==> src/rtl/noc_inject_pkg.sv <==
// Shared types and width helpers for the NoC injection mux/serializer.
package noc_inject_pkg;

  typedef enum logic [0:0] {
    IDLE   = 1'b0,
    LOCKED = 1'b1
  } inj_state_e;

  function automatic int flit_width(input int tdata_w, input int sf);
    return tdata_w / sf;
  endfunction

  function automatic int dest_width(input int tid_w, input int tdest_w);
    return tid_w + tdest_w;
  endfunction

  function automatic int credit_width(input int depth);
    return $clog2(depth + 1);
  endfunction

  // Index width that stays legal when the indexed set has a single member.
  function automatic int idx_width(input int n);
    return (n > 1) ? $clog2(n) : 1;
  endfunction

endpackage

==> src/rtl/rr_arbiter.sv <==
// Combinational round-robin arbiter: first requester at or above rr_ptr, wrapping.
module rr_arbiter
  import noc_inject_pkg::*;
#(
  parameter int NUM_CHANNELS = 4,
  localparam int IDX_W = idx_width(NUM_CHANNELS)
) (
  input  logic [NUM_CHANNELS-1:0] req,
  input  logic [IDX_W-1:0]        rr_ptr,
  output logic [NUM_CHANNELS-1:0] gnt,
  output logic [IDX_W-1:0]        gnt_idx,
  output logic                    gnt_vld
);

  function automatic logic [IDX_W-1:0] wrap_idx(input int v);
    return IDX_W'(v % NUM_CHANNELS);
  endfunction

  // Scan from the pointer upward and take the first active request.
  always_comb begin
    gnt     = '0;
    gnt_idx = '0;
    gnt_vld = 1'b0;
    for (int i = 0; i < NUM_CHANNELS; i++) begin
      if (!gnt_vld && req[wrap_idx(int'(rr_ptr) + i)]) begin
        gnt_vld                           = 1'b1;
        gnt[wrap_idx(int'(rr_ptr) + i)]   = 1'b1;
        gnt_idx                           = wrap_idx(int'(rr_ptr) + i);
      end
    end
  end

endmodule

==> src/rtl/axis_inject_mux_serializer.sv <==
// Packet-granular AXIS mux feeding a credit-controlled router port, one flit per cycle.
module axis_inject_mux_serializer
  import noc_inject_pkg::*;
#(
  parameter int NUM_CHANNELS         = 4,
  parameter int TDATA_WIDTH          = 32,
  parameter int TID_WIDTH            = 2,
  parameter int TDEST_WIDTH          = 2,
  parameter int SERIALIZATION_FACTOR = 2,
  parameter int FLIT_BUFFER_DEPTH    = 4,
  localparam int FLIT_WIDTH = flit_width(TDATA_WIDTH, SERIALIZATION_FACTOR),
  localparam int DEST_WIDTH = dest_width(TID_WIDTH, TDEST_WIDTH),
  localparam int CW         = credit_width(FLIT_BUFFER_DEPTH)
) (
  input  logic                                     clk_noc,
  input  logic                                     rst,
  input  logic [NUM_CHANNELS-1:0]                  s_axis_tvalid,
  output logic [NUM_CHANNELS-1:0]                  s_axis_tready,
  input  logic [NUM_CHANNELS-1:0][TDATA_WIDTH-1:0] s_axis_tdata,
  input  logic [NUM_CHANNELS-1:0]                  s_axis_tlast,
  input  logic [NUM_CHANNELS-1:0][TID_WIDTH-1:0]   s_axis_tid,
  input  logic [NUM_CHANNELS-1:0][TDEST_WIDTH-1:0] s_axis_tdest,
  output logic [FLIT_WIDTH-1:0]                    data_out,
  output logic [DEST_WIDTH-1:0]                    dest_out,
  output logic                                     is_tail_out,
  output logic                                     send_out,
  input  logic                                     credit_in,
  output logic [CW-1:0]                            credit_count,
  output logic                                     credit_overflow
);

  localparam int CH_W   = idx_width(NUM_CHANNELS);
  localparam int FIDX_W = idx_width(SERIALIZATION_FACTOR);
  localparam logic [0:0]        ST_IDLE   = IDLE;
  localparam logic [0:0]        ST_LOCKED = LOCKED;
  localparam logic [FIDX_W-1:0] FIDX_LAST = FIDX_W'(SERIALIZATION_FACTOR - 1);
  localparam logic [CW-1:0]     CR_FULL   = CW'(FLIT_BUFFER_DEPTH);

  logic [0:0]              state;
  logic [CH_W-1:0]         rr_ptr;
  logic [CH_W-1:0]         grant_idx;
  logic [NUM_CHANNELS-1:0] arb_gnt;
  logic [CH_W-1:0]         arb_idx;
  logic                    arb_vld;
  logic [CH_W-1:0]         sel_idx;
  logic                    sel_vld;

  logic [TDATA_WIDTH-1:0]  beat_data_p0;
  logic [DEST_WIDTH-1:0]   beat_dest_p0;
  logic                    beat_last_p0;
  logic                    vld_p0;
  logic [FIDX_W-1:0]       fidx;

  logic launch;
  logic final_launch;
  logic room;
  logic accept;

  rr_arbiter #(.NUM_CHANNELS(NUM_CHANNELS)) u_arb (
    .req     (s_axis_tvalid),
    .rr_ptr  (rr_ptr),
    .gnt     (arb_gnt),
    .gnt_idx (arb_idx),
    .gnt_vld (arb_vld)
  );

  assign launch       = vld_p0 && (credit_count != '0);
  assign final_launch = launch && (fidx == FIDX_LAST);
  assign room         = !vld_p0 || final_launch;
  assign sel_idx      = (state == ST_IDLE) ? arb_idx : grant_idx;
  assign sel_vld      = (state == ST_IDLE) ? arb_vld : 1'b1;
  assign accept       = |(s_axis_tvalid & s_axis_tready);

  // Only the selected channel sees ready, and only when the beat register frees up.
  always_comb begin
    s_axis_tready = '0;
    if (!rst && room && sel_vld) s_axis_tready[sel_idx] = 1'b1;
  end

  // Stage p0: beat register payload, loaded on acceptance.
  always_ff @(posedge clk_noc) begin
    if (accept) begin
      beat_data_p0 <= s_axis_tdata[sel_idx];
      beat_dest_p0 <= {s_axis_tid[sel_idx], s_axis_tdest[sel_idx]};
      beat_last_p0 <= s_axis_tlast[sel_idx];
    end
  end

  // Packet ownership, flit sequencing and the registered flit outputs (stage p1).
  always_ff @(posedge clk_noc) begin
    if (rst) begin
      state       <= ST_IDLE;
      rr_ptr      <= '0;
      grant_idx   <= '0;
      vld_p0      <= 1'b0;
      fidx        <= '0;
      send_out    <= 1'b0;
      is_tail_out <= 1'b0;
      data_out    <= '0;
      dest_out    <= '0;
    end else begin
      send_out <= launch;
      if (launch) begin
        data_out    <= beat_data_p0[fidx*FLIT_WIDTH +: FLIT_WIDTH];
        dest_out    <= beat_dest_p0;
        is_tail_out <= beat_last_p0 && (fidx == FIDX_LAST);
        fidx        <= (fidx == FIDX_LAST) ? '0 : fidx + 1'b1;
      end
      if (accept) begin
        vld_p0 <= 1'b1;
        fidx   <= '0;
        if (s_axis_tlast[sel_idx]) begin
          state  <= ST_IDLE;
          rr_ptr <= (sel_idx == CH_W'(NUM_CHANNELS - 1)) ? '0 : sel_idx + 1'b1;
        end else begin
          state     <= ST_LOCKED;
          grant_idx <= sel_idx;
        end
      end else if (final_launch) begin
        vld_p0 <= 1'b0;
      end
    end
  end

  // Credit counter: launches consume, credit_in returns; excess returns flag overflow.
  always_ff @(posedge clk_noc) begin
    if (rst) begin
      credit_count    <= CR_FULL;
      credit_overflow <= 1'b0;
    end else begin
      case ({launch, credit_in})
        2'b10: credit_count <= credit_count - 1'b1;
        2'b01: begin
          if (credit_count == CR_FULL) credit_overflow <= 1'b1;
          else                         credit_count    <= credit_count + 1'b1;
        end
        default: credit_count <= credit_count;
      endcase
    end
  end

endmodule

==> config.mk <==
export PLATFORM = sky130hd
export DESIGN_NAME = axis_inject_mux_serializer
export DESIGN_NICKNAME = d
export VERILOG_FILES = /design/src/rtl/noc_inject_pkg.sv /design/src/rtl/rr_arbiter.sv /design/src/rtl/axis_inject_mux_serializer.sv
export SDC_FILE = /design/constraint.sdc
export NUM_CORES = 1
export LEC_CHECK = 0
export ABC_CLOCK_PERIOD_IN_PS = 3200
export CAP_MARGIN = 0
export CORE_MARGIN = 5
export CORE_UTILIZATION = 38
export DETAILED_ROUTE_END_ITERATION = 10
export PLACE_DENSITY = 0.78
export SLEW_MARGIN = 20
export SYNTH_ARGS = -nofsm -noshare
export SYNTH_HDL_FRONTEND = slang
export SYNTH_SLANG_ARGS = --single-unit
==> constraint.sdc <==
create_clock -name clk_noc -period 3.2 [get_ports clk_noc]
set_input_delay 0.32 -clock clk_noc [delete_from_list [all_inputs] [get_ports clk_noc]]
set_output_delay 0.32 -clock clk_noc [all_outputs]
set_load 0.02 [all_outputs]
# After elaboration in Yosys (flattened, before gate mapping)
# Index checks and enable logic that the tools add are counted.
# word_totals
register_bits	70
input_bits	155
out_inout_bits	30
wordCells	95
# classes
n_addsub	7
n_lt_le_gt_ge	6
n_eq_ne	5
shift	1
muxes	36
bitwise_logic	2
reduce_logical	24
# op_table
cell	n
32-bit binary-select mux with 2-bit select	1
32-bit 2-to-1 mux	1
32-bit by 6-bit indexed part select with 16-bit output	1
2-bit 2-to-1 mux	8
2-bit by 3-bit less-than comparator with 1-bit output, second input constant	5
1-bit 2-to-1 mux	15
1-bit binary-select mux with 2-bit select	5
1-bit logical AND	9
2-bit binary-select mux with 2-bit select	2
2-bit AND reduction	4
3-bit case mux with 2 select lines	1
1-bit logical NOT	5
5-bit OR reduction	1
2-bit by 1-bit adder with 2-bit output, second input constant	2
2-bit adder, second input constant	2
4-bit bitwise AND	1
2-bit equality test, second input constant	2
4-bit 2-to-1 mux	1
2-bit nonzero test	2
4-bit OR reduction	1
3-bit by 1-bit adder with 3-bit output, second input constant	1
3-bit equality test, second input constant	1
3-bit 2-to-1 mux	1
3-bit nonzero test	1
other kinds (8)	8

# Longest topological paths before layout
# Gate-level depths: netlist of run 1.
# logic_depth
depth_word	21
mapped_depth	13
ltp_nobuf	10

# Hierarchy
# Synthesis of run 1 repeated with hierarchy kept, for this count alone.
# hier_totals
hier_cells	502
hier_area_um2	4227.8
# modules_own_cells
mod	instances	cells_each	area_per_inst_um2	seq_area_each_um2
axis_inject_mux_serializer	1	457	3808.7	1771.7
rr_arbiter	1	45	419.2	0.0

# Worst setup path after synthesis of run 1
# Ideal clock, no wire load.
# synth_path
kind	in2reg
startpoint	input port s_axis_tvalid[2]
endpoint	register grant_idx[0]
setup_time_ns	0.121
arrival_ns	3.017
required_ns	3.079
path_slack_ns	0.062
stages	13
n_path_buf	3
path_cell_list	clkbuf_1 -> or2_2 -> o311a_1 -> o31ai_4 -> inv_2 -> clkbuf_1 -> clkbuf_1 -> ha_1 -> nand2_1 -> nand2_1 -> o311a_4 -> nand2b_4 -> mux2_4
# synth_between
elab_chain_cells	21
word_cells_on_any_way	37
classes_between	2 x order compare; 23 x mux; 2 x bitwise; 10 x reduce/logical
# synth_rtl
element	line_no	source
start, declared	axis_inject_mux_serializer.sv:17	input logic [NUM_CHANNELS-1:0] s_axis_tvalid,
1-bit binary-select mux with 2-bit select	rr_arbiter.sv:25	if (!gnt_vld && req[wrap_idx(int'(rr_ptr) + i)]) begin
1-bit 2-to-1 mux (not written as such)	rr_arbiter.sv:25	
1-bit 2-to-1 mux	rr_arbiter.sv:25	
1-bit logical NOT	rr_arbiter.sv:25	
1-bit logical AND	rr_arbiter.sv:25	
1-bit 2-to-1 mux	rr_arbiter.sv:25	
1-bit logical NOT	rr_arbiter.sv:25	
1-bit logical AND	rr_arbiter.sv:25	
[... 6 more ...]	n/a	
1-bit logical AND (not written as such)	axis_inject_mux_serializer.sv:77	if (!rst && room && sel_vld) s_axis_tready[sel_idx] = 1'b1;
1-bit 2-to-1 mux (not written as such)	axis_inject_mux_serializer.sv:77	
1-bit demux with 2-bit select	axis_inject_mux_serializer.sv:77	
4-bit 2-to-1 mux	axis_inject_mux_serializer.sv:77	
4-bit bitwise AND (*)	axis_inject_mux_serializer.sv:72	assign accept = |(s_axis_tvalid & s_axis_tready);
4-bit OR reduction (*)	axis_inject_mux_serializer.sv:72	
named net accept	axis_inject_mux_serializer.sv:57	logic accept;
2-bit AND reduction (no source line) (*)	n/a	
end signal, assigned	axis_inject_mux_serializer.sv:117	grant_idx <= sel_idx;
end, declared	axis_inject_mux_serializer.sv:41	logic [CH_W-1:0] grant_idx;
# The timed path passes the listed nets; every way through them passes the cells marked *. The select of a mux whose other input is x is not followed.
# A chain may end at the register's enable or synchronous reset.

# Worst setup path in the final report of run 1
# layout_path
startpoint	register rr_ptr[0]
endpoint	output port s_axis_tready[1]
# layout_between
elab_chain_cells	18
word_cells_on_any_way	34
classes_between	3 x add/sub; 2 x order compare; 21 x mux; 8 x reduce/logical
# layout_rtl
element	line_no	source
start, declared	axis_inject_mux_serializer.sv:40	logic [CH_W-1:0] rr_ptr;
start signal, assigned	axis_inject_mux_serializer.sv:114	rr_ptr <= (sel_idx == CH_W'(NUM_CHANNELS - 1)) ? '0 : sel_idx + 1'b1;
parallel branches: the longest is 17 deep, another holds 2-bit by 1-bit adder with 2-bit output	n/a	
4-bit 2-to-1 mux (*)	axis_inject_mux_serializer.sv:77	
end, declared	axis_inject_mux_serializer.sv:18	output logic [NUM_CHANNELS-1:0] s_axis_tready,
# Mark *: on every way between the ends. The select of a mux whose other input is x is not followed.

==> results.md, run 1 <==
- The flow ran to the end, and the final reports show no timing, DRC or antenna violations.
- The die is 113 um wide.
- The sort of element at the end of the critical path is a primary output.
- The endpoint of the worst register-to-register path is grant_idx[0]$_SDFFE_PP0P_.
- Summing the areas of all and, or, nand and nor instances in the mapped netlist gives 21.0% of the synthesized area.
- The clock arrives with 0.00991 ns of skew.
- The startpoint of the worst-slack reg-to-reg timing path is rr_ptr[0]$_SDFFE_PP0P_.
- In the final layout, flip-flops and latches occupy 1770 um2.
- After floorplanning, the core was sized to cover 10300 um2.
- The TritonCTS clock tree is done.
- The floorplan row count is 37.
- The highest ir drop seen on vdd is 0.434 mV.
- In this run the static leakage power is 2.19 nW.
- After clock tree synthesis, the clock-pin slew on the worst setup and hold paths is 0.07 ns.
- By area the synthesized netlist is led by sky130_fd_sc_hd__edfxtp_1 (28%), sky130_fd_sc_hd__dfxtp_1 (17%), sky130_fd_sc_hd__a211oi_1 (10%).
- After layout, the design draws a total of 5.65 mW.
- The via count of the first global-routing pass is 3998.
- The maximum root-to-sink buffer count is 2.
- The library cell used as clock root buffer is sky130_fd_sc_hd__clkbuf_8.
- The adder-cell share of the synthesized area is 0.814%.
- Measured in cells, the most critical reg-to-reg path has a length of 10.
- The area added between synthesis and finish is 55.2%.
- The number of max-capacitance violations reported is 0.
- The number of buffers created by CTS is 9.
- For this run, the post-layout net count is 782.
- CTS saw 70 sinks.
- The mean area per synthesized cell is 8.78 um2.
- The first detailed-routing pass took 4 iterations.
- In this run, the number of DRC markers left after iteration 0 of detailed routing was 241.
- After legalization and detailed placement, the total HPWL measured 9940 um.
- On the critical path, the stage with the largest delay is an instance of sky130_fd_sc_hd__clkdlybuf4s50_1.
- The highest fanout seen on the critical path is 76.
- Setup repair after global routing left no endpoint under its margin.
- The count of buffers added by post-CTS timing repair for setup is 0.
- The post-cts hold buffer count is 0.
- Using the TritonRoute via totals, the vias-per-cell ratio works out to 5.21.
- For this run, the number of Yosys warnings is 0.
- Measured against its own limit, the worst slew margin works out to 41.5%.
- The startpoint identified for the worst hold timing path is dest_out[0]$_SDFFE_PP0N_.
- After routing the design area is 6200 um2.
- The cell area that synthesis handed to floorplanning was 4000 um2.
- The count of flip-flops with a built-in enable after synthesis is 37.
- At the end of routability-driven placement, the weighted congestion stood at 0.866.
- The number of pins with negative max-slew slack in the final report is 0.
- The net count of the mapped netlist is 612.
- Entering global routing, the biggest net connects 77 pins.
- The area share of the largest cell type after synthesis is 27.8%.
- In the post-route analysis, the smallest setup slack over all paths is 0.142 ns.
- Summed over all layers, the routed wires come to 12700 um.
- Of all cell types, the one taking the most synthesized area is sky130_fd_sc_hd__edfxtp_1.
- The combined global-route utilization of all metal layers is 19.5%.
- 185 I/O pins were placed.
- The compound-gate portion of the synthesized area is 22.5%.
- The post-placement cell count is 750.
- The number of antenna repair diodes is 0.
- The number of distinct library cells after synthesis is 46.
- After synthesis, flip-flops and latches occupy 44.3% of the total area.
- STA classifies the critical path startpoint as a flip-flop.
- The terminating pin of the worst hold path is dest_out[0]$_SDFFE_PP0N_.
- The maximum achievable frequency is 0.327 GHz.
- The post-synthesis cell count is 455.
- The average wire length per cell after detail routing is 16.6 um.
- The sum of overflow across all layers after global routing is 0.
- The path class of the tightest hold or removal check is flip-flop to flip-flop.
- The die covers 12700 um2.
- The post-layout minimum cycle time is 3.06 ns.
- For this block, the via count after detailed routing is 3994.
- The share of post-route cells with drive strength above 1 is 5.87%.
- The utilization after layout is 60.3%.
- The final-report hold violation count is 0.
- The cell area reported after detailed placement is 5990 um2.
- Summing the areas of all xor and xnor instances in the mapped netlist gives 0.219% of the synthesized area.
- The detail route stage leaves a number of antenna-violating nets equal to 0.
- After filler insertion, the fill cell instance count of the layout stands at 903.
- The final critical path takes up 95.6% of the cycle.
- The setup TNS after final layout is 0 ns.
- The fraction of synthesized area in multiplexers is 6.20%.
- The synthesized design contains 70 register bits.
- The worst stage delay on the critical path is 0.60 ns.
- The initial utilization of the core area, before any placement, comes to 38.9%.
- The worst hold path passes through 2 cells.
- Measured along the y axis, the die boundary spans 113 um.
- The combinational family with the most area after synthesis is compound AO/OA/AOI/OAI gates.
- The register-to-register setup slack is 0.44 ns.
- Input and output buffers added on the ports amount to 184.
- The total number of H-tree levels is 3.
- Data on the critical path arrives at its endpoint at 2.74 ns.
- The worst path required time is 2.88 ns.
- Walking the worst path, the cells encountered are inv_2 -> o311a_1 -> o31ai_4 -> buf_12 -> and3_1 -> clkdlybuf4s50_1.
- For the pin with the worst max-slew slack, the measured transition is 0.875 ns.
- The number of design rule violations left after detail routing is 0.
- The clock latency on the worst-skew pair is 0.33 ns.
- The area taken by multi-input logic gates is 2040 um2.
- The type of the worst setup path is flip-flop to primary output.
- The dominant synthesized flop cell is sky130_fd_sc_hd__edfxtp_1.
- After the flow finishes, the layout carries non-filler instances totaling 766.
- By count the netlist is led by sky130_fd_sc_hd__nand2_1 (89), sky130_fd_sc_hd__a211oi_1 (55), sky130_fd_sc_hd__a31oi_1 (39).
- The async set or reset register ratio after synthesis is 0%.
- The first global-routing pass estimated 19900 um of wire.
- The number of endpoints failing setup at the final stage is 0.
- The library cell with the highest instance count after synthesis is sky130_fd_sc_hd__nand2_1.
- The post-placement worst setup slack is 0.129 ns.
- Across all hold checks on the routed design, the worst slack comes to 0.454 ns.
- The power density of the placed cells is 911 nW/um2.
- The initial antenna violation count is 1.
- After clock tree synthesis, the repair step resized 0 gates.
==> registers in the layout (all words and copies together), names as in the netlist, 2 cells and up <==
register,flops
rr_ptr,2
dest_out,4
data_out,16
credit_count,3
beat_dest_p0,4
grant_idx,2
beat_data_p0,32
==> final cells by class <==
class / instances / share of cell area [%]
Multi-Input combinational cell: 336 / 32.9
Timing Repair Buffer: 197 / 31.7
Sequential cell: 70 / 28.6
Tap cell: 136 / 2.74
Clock buffer: 10 / 2.06
Clock inverter: 6 / 1.39
Inverter: 11 / 0.666
==> worst max path at each step <==
stage | start | endpoint | slack, ns
2_1_floorplan | s_axis_tvalid[2] | grant_idx[0]$_SDFFE_PP0P_ | 0.06
3_3_place_gp | s_axis_tvalid[3] | grant_idx[0]$_SDFFE_PP0P_ | 0.17
3_5_place_dp | s_axis_tvalid[3] | grant_idx[0]$_SDFFE_PP0P_ | 0.13
4_1_cts | rr_ptr[0]$_SDFFE_PP0P_ | s_axis_tready[1] | 0.14
5_1_grt | rr_ptr[0]$_SDFFE_PP0P_ | s_axis_tready[1] | 0.05
6_report | rr_ptr[0]$_SDFFE_PP0P_ | s_axis_tready[1] | 0.14
==> metal layers <==
metal	up-vias	global-route usage, %	share of wire, %
met5	-	0	0.14
met1	1812	24.8	41
met2	168	33.1	50
li1	1993	-	-
met3	19	4.37	6.5
met4	2	6.17	2.2
==> critical path: cells and delay by family (launching register included) <==
kind                   cells  cell delay [ns]
buffers and inverters      3             1.03
AOI/OAI and AO/OA          2             0.69
DFF                        1             0.50
and+or+nand+nor            1             0.20
==> logic make-up (layout without fill, tap and decap cells) <==
kind of cell | Yosys count | count (layout)
mux | 23 | 23
buf+inv | 49 | 224
fa+ha+maj | 2 | 2
flops | 70 | 70
xor+xnor | 1 | 1
compound gates | 126 | 126
simple gates | 184 | 184
==> placed cells by master (no fill, tap or decap), types with 2 or more instances in the layout <==
master                            synthesis  layout
sky130_fd_sc_hd__mux2i_1                 21      21
sky130_fd_sc_hd__dfxtp_1                 33      33
sky130_fd_sc_hd__a31oi_1                 39      39
sky130_fd_sc_hd__clkdlybuf4s50_1          0     184
sky130_fd_sc_hd__edfxtp_1                37      37
sky130_fd_sc_hd__inv_2                    2       2
sky130_fd_sc_hd__o21ai_0                  8       8
sky130_fd_sc_hd__clkinv_4                 0       2
sky130_fd_sc_hd__nor2_1                  35      35
sky130_fd_sc_hd__a211oi_1                55      55
sky130_fd_sc_hd__buf_12                   0       2
sky130_fd_sc_hd__nand2_1                 89      88
sky130_fd_sc_hd__and2_1                  38      38
sky130_fd_sc_hd__a21oi_1                  9       8
sky130_fd_sc_hd__inv_1                    9       9
sky130_fd_sc_hd__nand3_1                  6       6
sky130_fd_sc_hd__and3_1                   2       2
sky130_fd_sc_hd__buf_4                    1      11
sky130_fd_sc_hd__bufinv_16                0       2
sky130_fd_sc_hd__nand2b_1                 3       3
sky130_fd_sc_hd__clkbuf_8                 0       9
sky130_fd_sc_hd__nor3_1                   4       4
sky130_fd_sc_hd__o31ai_1                  2       2
==> report_power, final <==
part	internal (mW)	switching, mW
clock network	0.438	0.323
logic	1.33	1.85
registers	1.50	0.212
(Power assumes the default switching activity.)
==> run 2, diff against run 1 <==
--- a/config.mk
+++ b/config.mk
@@ -5,12 +5,13 @@
 export SDC_FILE = /design/constraint.sdc
 export NUM_CORES = 1
 export LEC_CHECK = 0
-export ABC_CLOCK_PERIOD_IN_PS = 3200
 export CAP_MARGIN = 0
+export CELL_PAD_IN_SITES_DETAIL_PLACEMENT = 2
+export CELL_PAD_IN_SITES_GLOBAL_PLACEMENT = 2
 export CORE_MARGIN = 5
-export CORE_UTILIZATION = 38
+export CORE_UTILIZATION = 21
 export DETAILED_ROUTE_END_ITERATION = 10
-export PLACE_DENSITY = 0.78
+export PLACE_DENSITY_LB_ADDON = 0.1
 export SLEW_MARGIN = 20
 export SYNTH_ARGS = -nofsm -noshare
 export SYNTH_HDL_FRONTEND = slang
==> results.md, run 2 (synthesis results as in run 1) <==
- The leading cell type in the layout, fill and taps excluded is sky130_fd_sc_hd__clkdlybuf4s50_1 (unchanged).
- The top-level port count is 185 (unchanged).
- The cell that appears most often on the critical path is sky130_fd_sc_hd__clkdlybuf4s50_1.
- Biggest registers after layout: beat_data_p0 x32, data_out x16 (unchanged).
- The number of buffers created by CTS is 9 (unchanged).
- The sum of overflow across all layers after global routing came to 0 (unchanged).
- The type of the worst setup path is primary input to primary output (was flip-flop to primary output).
- The setup TNS after final layout was 0 ns (unchanged).
- The number of max-capacitance violations reported was 0 (unchanged).
- The worst hold slack was 0.467 ns (was 0.454 ns).
- The chip height is 148 um (was 113 um).
- The number of buffer and inverter stages on the critical path is 3 (unchanged).
- The share of post-route cells with drive strength above 1 is 6.34% (was 5.87%).
- The register-to-register setup slack is 0.43 ns (was 0.44 ns).
- The leakage dissipation is 2.24 nW (was 2.19 nW).
- The start point of the worst hold path is dest_out[1]$_SDFFE_PP0N_ (was dest_out[0]$_SDFFE_PP0N_).
- The post-cts hold buffer count was 0 (unchanged).
- The clock latency on the worst-skew pair is 0.34 ns (was 0.33 ns).
- The via count of the routed design came to 4076 (was 3994).
- The highest ir drop seen on vdd is 0.412 mV (was 0.434 mV).
- The final worst-path cycle share is 96.0% (was 95.6%).
- The power density of the placed cells is 942 nW/um2 (was 911 nW/um2).
- The floorplan row count came to 50 (was 37).
- The final-report hold violation count came to 0 (unchanged).
- The sort of element at the end of the critical path is a primary output (unchanged).
- The maximum achievable frequency is 0.326 GHz (was 0.327 GHz).
- Ordered list of cells on the worst path: clkdlybuf4s50_1 -> or2_2 -> o311a_1 -> o31ai_4 -> buf_12 -> and3_1 -> clkdlybuf4s50_1 (was inv_2 -> o311a_1 -> o31ai_4 -> buf_12 -> and3_1 -> clkdlybuf4s50_1).
- The maximum root-to-sink buffer count is 2 (unchanged).
- The total number of H-tree levels came to 3 (unchanged).
- Top library cells by usage in the layout, fill and taps aside: sky130_fd_sc_hd__clkdlybuf4s50_1 (184), sky130_fd_sc_hd__nand2_1 (88), sky130_fd_sc_hd__a211oi_1 (55) (unchanged).
- The library cell used as clock root buffer is sky130_fd_sc_hd__clkbuf_16 (was sky130_fd_sc_hd__clkbuf_8).
- The kind of start point of the critical path is a primary input (was flip-flop).
- The transition time of the tightest slew-check pin is 0.445 ns (was 0.875 ns).
- The global-route wire length before repair came to 25900 um (was 19900 um).
- The average wire length per cell after detail routing came to 18.9 um (was 16.6 um).
- The core area is 18700 um2 (was 10300 um2).
- The number of design rule violations left after detail routing is 0 (unchanged).
- The family with the most delay on the worst path is buffers and inverters (unchanged).
- The combined global-route utilization of all metal layers is 14.9% (was 19.5%).
- The port buffer count is 184 (unchanged).
- Setup repair after global routing missed its margin: false (unchanged).
- The tightest slew margin relative to the limit is 70.3% (was 41.5%).
- The overall die area is 21900 um2 (was 12700 um2).
- The largest clock skew in the final design came to 0.0105 ns (was 0.00991 ns).
- The number of antenna repair diodes is 0 (unchanged).
- The number of endpoints failing setup at the final stage was 0 (unchanged).
- The TritonCTS clock tree was done (unchanged).
- The data arrival time of the critical path is 2.75 ns (was 2.74 ns).
- The number of nets in the layout is 783 (was 782).
- The initial core utilization is 21.4% (was 38.9%).
- The number of pins with negative max-slew slack in the final report is 0 (unchanged).
- The vias per cell is 4.71 (was 5.21).
- The worst hold-check path type is flip-flop to flip-flop (unchanged).
- Status: finished clean (unchanged).
- The worst path required time is 2.88 ns (about the same).
- The initial antenna violation count came to 1 (unchanged).
- The flip-flop count of the largest register after layout came to 32 (unchanged).
- The die outline width was 148 um (was 113 um).
- The worst stage delay on the critical path is 0.60 ns (about the same).
- The number of sinks on the clock net is 70 (unchanged).
- The post-detailed-route count of antenna-violating nets is 0 (unchanged).
- The area added between synthesis and finish was 61.1% (was 55.2%).
- The total detailed-routing wirelength is 16300 um (was 12700 um).
- The worst hold path stage count is 2 (unchanged).
- The half-perimeter wire length after placement is 13000 um (was 9940 um).
- The terminating pin of the worst hold path is dest_out[1]$_SDFFE_PP0N_ (was dest_out[0]$_SDFFE_PP0N_).
- The startpoint of the worst-slack reg-to-reg timing path is rr_ptr[0]$_SDFFE_PP0P_ (unchanged).
- The final weighted congestion in routability-driven placement came to 0.772 (was 0.866).
- The top register by number of flip-flops is beat_data_p0 (unchanged).
- The violation count after the first detailed-routing iteration is 189 (was 241).
- The iteration count of the initial detailed-routing pass came to 7 (was 4).
- The post-layout minimum cycle time is 3.07 ns (was 3.06 ns).
- The endpoint of the worst register-to-register path is rr_ptr[1]$_SDFFE_PP0P_ (was grant_idx[0]$_SDFFE_PP0P_).
- The highest fanout seen on the critical path is 48 (was 76).
- The number of cells on the worst reg-to-reg path is 10 (unchanged).
- The clock transition at the registers of the reported paths is 0.06 ns (was 0.07 ns).
- The via count of the first global-routing pass was 4597 (was 3998).
- The slowest cell on the critical path was sky130_fd_sc_hd__clkdlybuf4s50_1 (unchanged).
- The largest net degree at the start of global routing is 70 (was 77).
## run 2: cell type report
class	count	area, um2
fillers	2059	12300
multi-input cells	336	2040
repair buffers	198	2000
flip-flops and latches	70	1770
well taps	234	293
clock buffers	10	229
clock inverters	6	61.3
inverters	11	41.3
## run 2: what timing repair did
item / in CTS / in global routing
endpoints found under the hold margin: 0 / 0
buffers inserted: 0 / 1
endpoints found under the setup margin: 0 / 1
resized for setup: 0 / 1
## run 2: stage by stage
| step | setup slack, ns | cell area [um2] | util, % | power [mW] | cells |
|---|---|---|---|---|---|
| final | 0.129 | 6430 | 34.4 | 6.06 | 865 |
| after global routing | 0.00733 | 6430 | 34.4 | 6.55 | 865 |
| after CTS | 0.0740 | 6430 | 34.4 | 6.21 | 864 |
| after detailed placement | 0.0109 | 6140 | 32.8 | 5.20 | 848 |
| after global placement | 0.134 | 6140 | 32.8 | 5.08 | 848 |
| after floorplan | 0.0617 | 4000 | - | 3.75 | 455 |
## run 2: layer usage
metal	vias to the layer above	share of wire, %	GRT usage [%]
li1	2001	-	-
met1	1918	46	19.8
met2	137	46	23.7
met3	18	6.4	4.48
met4	2	1.1	4.02
met5	-	0.080	0
## run 2: worst max path at each step
| stage | startpoint | end | slack, ns | depth (start not counted) |
|---|---|---|---|---|
| 2_1_floorplan | s_axis_tvalid[2] | grant_idx[0]$_SDFFE_PP0P_ | 0.06 | 13 |
| 3_3_place_gp | s_axis_tvalid[2] | grant_idx[0]$_SDFFE_PP0P_ | 0.13 | 11 |
| 3_5_place_dp | s_axis_tvalid[1] | beat_data_p0[6]$_DFFE_PP_ | 0.01 | 10 |
| 4_1_cts | s_axis_tvalid[2] | s_axis_tready[1] | 0.07 | 7 |
| 5_1_grt | s_axis_tvalid[2] | s_axis_tready[0] | 0.007 | 8 |
| 6_report | s_axis_tvalid[2] | s_axis_tready[1] | 0.13 | 7 |
## run 2: worst min-delay path: stages, from the launching register on
cell and delay (ns):
sky130_fd_sc_hd__dfxtp_1 0.31, sky130_fd_sc_hd__nand2_1 0.05, sky130_fd_sc_hd__a21oi_1 0.06
## run 2: where the power goes
group	internal (mW)	total (mW)	switching, mW	leakage, nW
combinational	1.39	3.35	1.96	1.48
sequential	1.50	1.74	0.235	0.615
clock	0.601	0.976	0.375	0.143
==> run 3, diff against run 2 <==
--- a/config.mk
+++ b/config.mk
@@ -11,6 +11,8 @@
 export CORE_MARGIN = 5
 export CORE_UTILIZATION = 21
 export DETAILED_ROUTE_END_ITERATION = 10
+export HOLD_SLACK_MARGIN = 0.03
+export MAX_ROUTING_LAYER = met4
 export PLACE_DENSITY_LB_ADDON = 0.1
 export SLEW_MARGIN = 20
 export SYNTH_ARGS = -nofsm -noshare
==> results.md, run 3 (synthesis results as in run 1) <==
- The combined global-route utilization of all metal layers was 15.3% (was 14.9%).
- The chip height was 148 um (unchanged).
- The iteration count of the initial detailed-routing pass is 4 (was 7).
- The top-level port count is 185 (unchanged).
- The share of post-route cells with drive strength above 1 came to 6.34% (unchanged).
- The flip-flop count of the largest register after layout is 32 (unchanged).
- The TritonCTS clock tree is done (unchanged).
- The fill cell instance count of the final layout is 2060 (was 2059).
- The internal cell power is 3.49 mW (about the same).
- The kind of start point of the critical path is a primary input (unchanged).
- The violation count after the first detailed-routing iteration is 173 (was 189).
- The total detailed-routing wirelength is 16300 um (about the same).
- The switching power total is 2.58 mW (was 2.57 mW).
- The maximum achievable frequency came to 0.326 GHz (about the same).
- The number of stages on the worst setup path came to 7 (unchanged).
- The highest ir drop seen on vdd is 0.413 mV (was 0.412 mV).
- The worst hold path stage count was 2 (unchanged).
- The data arrival time of the critical path is 2.75 ns (about the same).
- The largest clock skew in the final design is 0.0104 ns (was 0.0105 ns).
- The highest fanout seen on the critical path came to 48 (unchanged).
- The die outline width is 148 um (unchanged).
- Setup repair after global routing missed its margin: false (unchanged).
- The endpoint of the worst setup timing path is s_axis_tready[1] (unchanged).
- The type of the worst setup path is primary input to primary output (unchanged).
- The post-layout minimum cycle time came to 3.07 ns (about the same).
- The fraction of power spent switching nets is 42.4% (about the same).
- The initial core utilization was 21.4% (unchanged).
- The worst stage delay on the critical path is 0.60 ns (about the same).
- The setup TNS after final layout is 0 ns (unchanged).
- The cell seen most often among critical-path stages is sky130_fd_sc_hd__clkdlybuf4s50_1 (unchanged).
- The overall die area was 21900 um2 (unchanged).
- Top library cells by usage in the layout, fill and taps aside: sky130_fd_sc_hd__clkdlybuf4s50_1 (184), sky130_fd_sc_hd__nand2_1 (88), sky130_fd_sc_hd__a211oi_1 (55) (unchanged).
- Biggest registers after layout: beat_data_p0 x32, data_out x16 (unchanged).
- The top register by number of flip-flops was beat_data_p0 (unchanged).
- Ordered list of cells on the worst path: clkdlybuf4s50_1 -> or2_2 -> o311a_1 -> o31ai_4 -> buf_12 -> and3_1 -> clkdlybuf4s50_1 (unchanged).
- The total number of H-tree levels is 3 (unchanged).
- The number of cells on the worst reg-to-reg path is 10 (unchanged).
- The proportion of power drawn by the clock network is 16.1% (about the same).
- The endpoint of the worst register-to-register path is rr_ptr[1]$_SDFFE_PP0P_ (unchanged).
- The transition time of the tightest slew-check pin was 0.442 ns (was 0.445 ns).
- The number of design rule violations left after detail routing came to 0 (unchanged).
- The initial antenna violation count is 1 (unchanged).
- The power density of the placed cells is 942 nW/um2 (about the same).
- The half-perimeter wire length after placement is 13000 um (unchanged).
- The number of nets in the layout was 783 (unchanged).
- The number of sinks on the clock net was 70 (unchanged).
- Status: finished clean (unchanged).
- The worst hold-check path type is flip-flop to flip-flop (unchanged).
- The global-route wire length before repair came to 25800 um (was 25900 um).
- The leading cell type in the layout, fill and taps excluded is sky130_fd_sc_hd__clkdlybuf4s50_1 (unchanged).
- The register-to-register setup slack is 0.43 ns (about the same).
- The via count of the routed design is 4065 (was 4076).
- The vias per cell was 4.69 (was 4.71).
- The number of buffers created by CTS is 9 (unchanged).
- The core area is 18700 um2 (unchanged).
- The sum of overflow across all layers after global routing is 0 (unchanged).
- The final-report hold violation count is 0 (unchanged).
- The number of max-capacitance violations reported is 0 (unchanged).
- The clock latency on the worst-skew pair is 0.33 ns (was 0.34 ns).
- The port buffer count was 184 (unchanged).
- The timing startpoint of the critical path was s_axis_tvalid[2] (unchanged).
- The area added between synthesis and finish is 61.1% (about the same).
- The family with the most delay on the worst path is buffers and inverters (unchanged).
- The utilization after layout came to 34.4% (about the same).
- The final weighted congestion in routability-driven placement came to 0.783 (was 0.772).
- The final worst-path cycle share is 96.0% (about the same).
- The tightest slew margin relative to the limit is 70.5% (was 70.3%).
- The leakage dissipation is 2.24 nW (about the same).
- The library cell used as clock root buffer is sky130_fd_sc_hd__clkbuf_16 (unchanged).
- The average wire length per cell after detail routing was 18.9 um (about the same).
- The via count of the first global-routing pass is 4644 (was 4597).
- The worst path required time is 2.88 ns (about the same).
- The floorplan row count came to 50 (unchanged).
- The largest net degree at the start of global routing came to 70 (unchanged).
- The sort of element at the end of the critical path is a primary output (unchanged).
- The post-detailed-route count of antenna-violating nets was 0 (unchanged).
- The number of endpoints failing setup at the final stage is 0 (unchanged).
- The combinational share of power came to 55.1% (was 55.2%).
- The maximum root-to-sink buffer count came to 2 (unchanged).
- The startpoint of the worst-slack reg-to-reg timing path is rr_ptr[0]$_SDFFE_PP0P_ (unchanged).
- The number of buffer and inverter stages on the critical path was 3 (unchanged).
- The number of pins with negative max-slew slack in the final report is 0 (unchanged).
- The clock transition at the registers of the reported paths is 0.06 ns (about the same).
- The slowest cell on the critical path is sky130_fd_sc_hd__clkdlybuf4s50_1 (unchanged).
- The sequential group share of total power is 28.7% (about the same).
[run 3: metrics by stage]
stage | hold WS, ns | area [um2] | std cells | power, mW | worst slack [ns]
floorplan | 0.447 | 4000 | 455 | 3.75 | 0.0617
global placement | 0.447 | 6140 | 848 | 5.08 | 0.134
detailed placement | 0.467 | 6140 | 848 | 5.20 | 0.0109
CTS | 0.476 | 6430 | 864 | 6.21 | 0.0740
global route | 0.508 | 6440 | 866 | 6.55 | 0.00765
finish | 0.468 | 6440 | 866 | 6.07 | 0.128
[run 3: layer usage]
layer / vias to the layer above / share of wire, % / track usage, %
li1: 2002 / - / -
met1: 1936 / 48 / 20.3
met2: 118 / 46 / 23.7
met3: 9 / 5.1 / 3.68
met4: 0 / 0.89 / 4.02
met5: - / 0 / -
[run 3: worst min-delay path by stage]
stage                                    startpoint                        end  slack, ns
after floorplan           grant_idx[1]$_SDFFE_PP0P_  grant_idx[1]$_SDFFE_PP0P_       0.45
after global placement     is_tail_out$_SDFFE_PP0N_   is_tail_out$_SDFFE_PP0N_       0.45
after detailed placement   is_tail_out$_SDFFE_PP0N_   is_tail_out$_SDFFE_PP0N_       0.47
after CTS                  is_tail_out$_SDFFE_PP0N_   is_tail_out$_SDFFE_PP0N_       0.48
after global routing       dest_out[0]$_SDFFE_PP0N_   dest_out[0]$_SDFFE_PP0N_       0.51
final                      dest_out[1]$_SDFFE_PP0N_   dest_out[1]$_SDFFE_PP0N_       0.47
[run 3: layout make-up]
type                            instances  area (um2)  area share [%]
Inverter                               11        41.3           0.641
Antenna cell                            1        2.50          0.0389
Multi-Input combinational cell        336        2040            31.7
Tap cell                              234         293            4.55
Timing Repair Buffer                  198        2000            31.0
Clock inverter                          6        61.3           0.952
Sequential cell                        70        1770            27.5
Clock buffer                           10         229            3.56
[run 3: timing repair]
| action | CTS | global route |
|---|---|---|
| gates resized for setup | 0 | 1 |
| hold buffers | 0 | 0 |
| setup buffers | 0 | 1 |
| hold endpoints to repair | 0 | 0 |
| setup endpoints to repair | 0 | 1 |
[run 3: power groups by stage]
stage | sequential (mW) | combinational (mW) | clock [mW]
after floorplan | 1.79 | 1.96 | 0
after global placement | 1.76 | 3.32 | 0
after detailed placement | 1.77 | 3.42 | 0
after CTS | 1.75 | 3.45 | 1.01
after global routing | 1.80 | 3.70 | 1.06
final | 1.74 | 3.35 | 0.980
[run 3: worst reg2reg max path, delay by kind of cell (launching register included)]
family | cells | cell delay, ns
compound gates | 4 | 1.33
fa+ha+maj | 1 | 0.24
buf+inv | 2 | 0.21
flops | 1 | 0.50
simple gates | 3 | 0.37
